===== src/rtl/serial_addsub_unit.sv =====
// Digit-serial N-bit adder/subtractor: W bits per clock, LSB first, with
// start/done handshake, carry/borrow out, signed overflow and zero flags.
module serial_addsub_unit #(
  parameter int N = 8,
  parameter int W = 1
) (
  input  logic         clk,
  input  logic         rst,
  input  logic         start,
  input  logic         mode,
  input  logic [N-1:0] a,
  input  logic [N-1:0] b,
  input  logic         cin,
  output logic         busy,
  output logic         done,
  output logic [N-1:0] result,
  output logic         cout,
  output logic         ovf,
  output logic         zero
);

  localparam int D  = N / W;
  localparam int CW = (D > 1) ? $clog2(D) : 1;
  localparam logic [CW-1:0] LAST = CW'(D - 1);

  localparam logic [1:0] S_IDLE = 2'd0;
  localparam logic [1:0] S_RUN  = 2'd1;
  localparam logic [1:0] S_DONE = 2'd2;

  logic [1:0]    r_state;
  logic [CW-1:0] r_cnt;
  logic          r_c;
  logic          r_mode;
  logic [N-1:0]  r_a;
  logic [N-1:0]  r_b;
  logic [N-1:0]  r_res;
  logic          r_cout;
  logic          r_ovf;

  logic [W-1:0]  w_ad;
  logic [W-1:0]  w_bd;
  logic [W:0]    w_sum;
  logic          w_last;

  // Subtraction is a + ~b + ~borrow; the carry register holds the inverted borrow.
  assign w_ad   = r_a[r_cnt*W +: W];
  assign w_bd   = r_mode ? ~r_b[r_cnt*W +: W] : r_b[r_cnt*W +: W];
  assign w_sum  = {1'b0, w_ad} + {1'b0, w_bd} + {{W{1'b0}}, r_c};
  assign w_last = (r_cnt == LAST);

  always_ff @(posedge clk or posedge rst) begin
    if (rst) begin
      r_state <= S_IDLE;
      r_cnt   <= '0;
      r_c     <= 1'b0;
      r_mode  <= 1'b0;
      r_a     <= '0;
      r_b     <= '0;
      r_res   <= '0;
      r_cout  <= 1'b0;
      r_ovf   <= 1'b0;
    end else begin
      case (r_state)
        S_IDLE: begin
          if (start) begin
            r_a     <= a;
            r_b     <= b;
            r_mode  <= mode;
            r_c     <= mode ? ~cin : cin;
            r_cnt   <= '0;
            r_state <= S_RUN;
          end
        end
        S_RUN: begin
          r_res[r_cnt*W +: W] <= w_sum[W-1:0];
          r_c                 <= w_sum[W];
          if (w_last) begin
            r_state <= S_DONE;
            r_cout  <= r_mode ? ~w_sum[W] : w_sum[W];
            // w_sum[W-1] is the result MSB being written on this edge.
            r_ovf   <= (r_mode ? (r_a[N-1] != r_b[N-1]) : (r_a[N-1] == r_b[N-1]))
                       && (w_sum[W-1] != r_a[N-1]);
          end else begin
            r_cnt <= r_cnt + 1'b1;
          end
        end
        S_DONE:  r_state <= S_IDLE;
        default: r_state <= S_IDLE;
      endcase
    end
  end

  assign busy   = (r_state == S_RUN);
  assign done   = (r_state == S_DONE);
  assign result = r_res;
  assign cout   = r_cout;
  assign ovf    = r_ovf;
  assign zero   = (r_res == '0);

endmodule

===== config.mk =====
export PLATFORM = sky130hd
export DESIGN_NAME = serial_addsub_unit
export DESIGN_NICKNAME = d
export VERILOG_FILES = /design/src/rtl/serial_addsub_unit.sv
export SDC_FILE = /design/constraint.sdc
export NUM_CORES = 1
export LEC_CHECK = 0
export BUFFER_PORTS_ARGS = -buffer_cell sky130_fd_sc_hd__buf_2
export CAP_MARGIN = 25
export CORE_MARGIN = 2
export CORE_UTILIZATION = 50
export CTS_CLUSTER_DIAMETER = 30
export DETAILED_ROUTE_END_ITERATION = 10
export MAX_ROUTING_LAYER = met4
export PLACE_DENSITY = 0.81
export SYNTH_ARGS = -nofsm -noshare
export SYNTH_HDL_FRONTEND = slang
export SYNTH_SLANG_ARGS = --single-unit
export TNS_END_PERCENT = 50

===== constraint.sdc =====
create_clock -name clk -period 2.75 [get_ports clk]
set_clock_uncertainty 0.05 [all_clocks]
set_input_delay 0 -clock clk [delete_from_list [all_inputs] [get_ports clk]]
set_output_delay 0 -clock clk [all_outputs]
set_load 0.02 [all_outputs]

-- Word-level counts from Yosys, hierarchy flattened
Index checks and enable logic that the tools add are counted.
- add/sub/neg operators: 4
- multipliers: 0
- div/mod/pow operators: 0
- order comparisons: 0
- equal/unequal tests: 9
- shifts and indexed selects: 4
- multiplexer cells: 13
- bitwise operators: 3
- reduce and logical (&&, ||, !) cells: 9
- operator list (operator ; count):
    3-bit negator with 34-bit output ; 1
    1-bit by 34-bit variable shift with 8-bit output (first input constant) ; 1
    1-bit by 34-bit variable part select with 8-bit output ; 1
    8-bit by 4-bit variable part select with 1-bit output ; 2
    8-bit bitwise mux ; 1
    8-bit zero test ; 1
    2-bit AND reduction ; 4
    3-bit 2-to-1 mux ; 2
    3-bit case mux with 2 select lines ; 1
    1-bit 2-to-1 mux ; 5
    2-bit 2-to-1 mux ; 2
    2-bit != test (second input constant) ; 2
    2-bit case mux with 2 select lines ; 1
    3-bit by 1-bit adder with 3-bit output (second input constant) ; 1
    3-bit == test (second input constant) ; 1
    1-bit inverter ; 3
    3-bit AND reduction ; 1
    1-bit by 1-bit adder with 2-bit output ; 1
    2-bit by 1-bit adder with 2-bit output ; 1
    2-bit by 1-bit == test with 1-bit output (second input constant) ; 1
    2-bit == test (second input constant) ; 1
    2-bit zero test ; 1
    1-bit != test ; 2
    2-bit by 1-bit != test with 1-bit output (second input constant) ; 1
    4 further kinds ; 4
- register bits: 33
- bits in latches: 0
- bits in writable memories: 0
- memory bits (read-only): 0
- input port bits: 21
- output and inout port bits: 13
- word-level logic and storage cells: 51
- memories kept: 0

-- Depth between registers and ports, before layout
- depth in word-level cells: 7
- depth in mapped cells: 10
- gate-level depth less buffers: 9

-- Least setup slack after synthesis
No wires, ideal clock.
- path kind: register -> register
- start: register r_cnt[0]
- end: register r_res[1], in the netlist result[1]
- setup time: 0.125 ns
- data arrival time: 2.337 ns
- required time: 2.575 ns
- slack: 0.238 ns
- cell stages (with the launch flop): 9
- path buffers: 1
- period minus slack after synthesis: 2.512 ns
- path through: dfrtp_1 buf_6 mux4_1 nand2_1 nand2_1 fa_1 nor2b_1 and3_1 mux2_2
- word-level cells in the longest chain between the ends: 7
- elaborated cells between the ends (all ways): 10
- those cells by class: 3 x add/sub; 4 x shift; 2 x mux; 1 x bitwise
- ends and longest elaborated chain (element ; line ; RTL):
    start: declaration ; 31 ; logic [CW-1:0] r_cnt;
    start signal: assignment ; 84 ; r_cnt <= r_cnt + 1'b1;
    8-bit by 4-bit variable part select with 1-bit output ; 47 ; assign w_bd = r_mode ? ~r_b[r_cnt*W +: W] : r_b[r_cnt*W +: W];
    1-bit inverter ; 47 ;
    1-bit 2-to-1 mux ; 47 ;
    1-bit by 1-bit adder with 2-bit output ; 48 ; assign w_sum = {1'b0, w_ad} + {1'b0, w_bd} + {{W{1'b0}}, r_c};
    2-bit by 1-bit adder with 2-bit output ; 48 ;
    1-bit by 34-bit variable part select with 8-bit output ; 75 ; r_res[r_cnt*W +: W] <= w_sum[W-1:0];
    8-bit bitwise mux * ; 75 ;
    end signal: indexed assignment ; 75 ;
    end: declaration ; 36 ; logic [N-1:0] r_res;
Mark *: on every way between the ends. The rest lies on a longest branch, timed or not.
A chain may end at the register's enable or synchronous reset.

-- Worst setup path in the final report
- start: register r_cnt[0]
- end: register r_res[6], in the netlist result[6]
Same word-level chain as after synthesis.

==> summary.md <==
The run gives 136 as the number of instances in the synthesized netlist. The total clock buffers created by CTS was 5. Derived from the worst setup path, the maximum achievable clock frequency is 401 MHz. The clock insertion delay at the later pin of the skew report is 0.35 ns, and the number of clock sinks is 33. The tools report the detailed-route DRC error count as 0. The HPWL after detailed placement is 2220 um. In the final timing run, aggregate negative setup slack is 0 ns. The first-pass GRT wire length was 5620 um; the top fanout value on the critical path was 13. The final antenna diode count is 0.

Counting every net in the synthesized netlist gives 165. After detailed routing, the average wire length per cell comes to 13.5 um. The run gives 11 as the violation count after the first detailed-route iteration.

The tools report the number of global-route vias before repair as 1,303. Setup repair after global routing left no endpoint under its margin. The worst hold-check path type is in -> reg. The mapped netlist covers 1690 um2. After synthesis, the netlist uses 30 different library cells.

CTS built an H-tree with a depth of 2. After clock tree synthesis, the clock-pin slew on the worst setup and hold paths is 0.10 ns. Traced cell by cell, the critical path runs through buf_4, mux2i_1, nand3_1, nand4_1, xnor2_1, fa_1, nor2b_1, and3_1, mux2_2. In the final design database the tool counted 222 nets. In the routed layout, each cell is associated on average with a via count of 5.21.

Dividing total power by cell area gives a power density of 1200 nW/um2. The quantity of I/O buffers inserted on ports works out to 33. The worst setup path startpoint was r_cnt[0]. Measured along the x axis, the die boundary spans 62.1 um.

Routability-driven placement finished with a final weighted congestion of 0.820. After filler insertion, the fill cell instance count of the layout stands at 267. The floorplan core area was 3280 um2.

The run finished with clean final reports. The endpoint of the most critical register-to-register path was result[6]. The buffers plus inverters on the worst setup path was 1.

Following the worst setup path forward leads to its endpoint at result[6]. Sequential elements use 48.9% of the synthesized area. TritonCTS built the clock tree. Cell with the largest stage delay on the worst path: fa_1. For the number of hold violations in the final report, the log shows 0. Setup slack closes at 0.256 ns. The startpoint identified for the worst register-to-register timing path is r_cnt[0]. In this run the deepest clock path goes through 2 buffers. The run gives 0 as the number of gates resized after cts. The first detailed-routing pass took 4 iterations. Across all layers, the routed design uses 1,244 vias. In the final layout, the multi-input gates occupy 801 um2. The kind of cell adding the most delay to the critical path was simple AND/OR/NAND/NOR gates. Critical path required time: 2.94 ns. For this run the aggregate overflow at the end of global routing stands at 0.

Starting density of the core: 51.4%. Residual antenna-violating net count after detailed routing: 0. In this run, synthesis produced a sequential element count of 33. Compared with the post-synthesis result, the final layout area differs by 26.4%. The logs give 0.00104 uW for the leakage component of the power and 34 for the boundary pin count. The worst pin sits at a relative slew slack of 72.5%.

The root buffer cell chosen for the clock tree is clkbuf_4. The average cell area after synthesis is 12.4 um2, and the number of cells traversed by the worst register-to-register path is 9. The classification of the worst setup path was reg -> reg. Largest net degree at the start of global routing: 34. After clock tree synthesis, the setup repair step added 0 buffers. The transition at the pin with the smallest max-transition slack works out to 0.413 ns. The worst setup path is launched from a register. The tools report the post-layout instance area as 2130 um2.

For the number of max-capacitance violations reported, the log shows 0. For the worst reg-to-reg setup slack, the log shows 0.26 ns. Hold repair after CTS inserted 18 buffers.

Of the available clock period, the critical path in the final layout requires 90.7%. Registers take 826 um2. Final number of setup-violating endpoints: 0. Cells with a size suffix above 1 make up 37.8% of the layout. The worst-case IR drop observed on VDD is 0.000584 V. The worst path needs 2.49 ns of the cycle, external delays included. The total of warnings raised by yosys was 0; the number of antenna violations at the first check in global routing was 0.

For this run, the total global-route usage over all layers was measured as 19.5%. The die covers 3860 um2. Leaving out fill and tap cells, the most frequent cells in the layout are dfrtp_1, buf_2, mux2_2, dlygate4sd3_1, nand2_1. The placed instances occupy a cell area of 1900 um2.

Height of the die: 62.1 um. The data arrival time at the worst-slack endpoint is 2.69 ns, and the maximum single-stage delay on the critical path is 0.50 ns. The number of rows created at floorplan was 21. Endpoint kind of the worst setup timing path: a register. The worst slack after detailed placement was 0.280 ns; the aggregate routed wire length was 3230 um.

The max-slew violation total from the final report is 0, and the number of gates on the worst path with buffers counted is 9.
per-layer routing:
metal | up-vias | GRT usage, % | wire length, um
met5 | - | - | 0
met4 | 0 | 8.33 | 76
met3 | 8 | 6.70 | 152
met2 | 31 | 32.9 | 1670
met1 | 611 | 21.0 | 1330
li1 | 594 | - | -
cell type report:
| type | instances | area share [%] |
|---|---|---|
| sequential | 33 | 38.7 |
| multi-input combinational | 92 | 37.5 |
| timing repair buffer | 54 | 17.2 |
| tap | 46 | 2.70 |
| clock buffer | 7 | 2.58 |
| inverter | 7 | 1.23 |
worst min path at each step:
stage | start | endpoint | depth (start not counted)
after floorplan | rst | cout | 1
after global placement | rst | r_b[0] | 3
after detailed placement | rst | r_b[1] | 3
after CTS | cin | r_c | 5
after global routing | cin | r_c | 5
final | cin | r_c | 5
state kept, by name (all words and copies together), names as in the netlist:
name and count:
r_c 1, r_cnt 3, ovf 1, cout 1
r_state 2, r_a 8, r_mode 1, r_b 8
result 8
worst min-delay path, delay by kind of cell:
| family | cells | cell delay (ns) |
|---|---|---|
| AO/OA/AOI/OAI | 2 | 0.14 |
| AND/OR/NAND/NOR | 1 | 0.05 |
| buffers and inverters | 1 | 0.08 |
| XOR/XNOR | 1 | 0.10 |
metrics by stage:
stage / hold WS (ns) / cells / utilization, % / power [uW]
after floorplan: 0.0789 / 136 / - / 1950
after global placement: 0.0474 / 214 / 57.8 / 2190
after detailed placement: 0.0603 / 214 / 57.8 / 2260
after CTS: 0.0271 / 239 / 65.0 / 2570
after global routing: 0.0654 / 239 / 65.0 / 2770
final: 0.0268 / 239 / 65.0 / 2560
synthesized netlist by cell type, drive strengths merged:
master / number / area (um2)
and3: 2 / 12.5
xor2: 1 / 8.76
nand2: 13 / 48.8
nor2: 7 / 26.3
mux2: 26 / 293
ha: 7 / 87.6
dfrtp: 33 / 826
inv: 7 / 26.3
nor3b: 1 / 12.5
nand4b: 1 / 8.76
and4bb: 1 / 12.5
nor3: 3 / 20.0
nor2b: 2 / 12.5
and2b: 1 / 7.51
fa: 1 / 20.0
nand4: 1 / 6.26
a22o: 2 / 18.8
o21ai: 4 / 20.0
mux2i: 4 / 40.0
nand2b: 1 / 13.8
nand3: 6 / 30.0
buf: 4 / 35.0
a22oi: 1 / 7.51
xnor2: 3 / 26.3
mux4: 2 / 52.6
or4: 2 / 15.0
where the power goes:
| part | internal, uW | total, uW | switching, uW | leakage, uW |
|---|---|---|---|---|
| combinational | 681 | 1390 | 706 | 0.000604 |
| sequential | 710 | 895 | 185 | 0.000406 |
| clock | 120 | 280 | 159 | 0.0000314 |
cells by family (layout without fill, tap and decap cells):
| kind of cell | Yosys count | after routing | synth area share [%] |
|---|---|---|---|
| compound gates | 7 | 7 | 2.74 |
| mux | 32 | 32 | 22.8 |
| flops | 33 | 33 | 48.9 |
| xor+xnor | 4 | 4 | 2.08 |
| simple gates | 41 | 41 | 13.4 |
| buf+inv | 11 | 68 | 3.63 |
| fa+ha+maj | 8 | 8 | 6.37 |
Note: power is estimated with default switching activity, not from simulation.
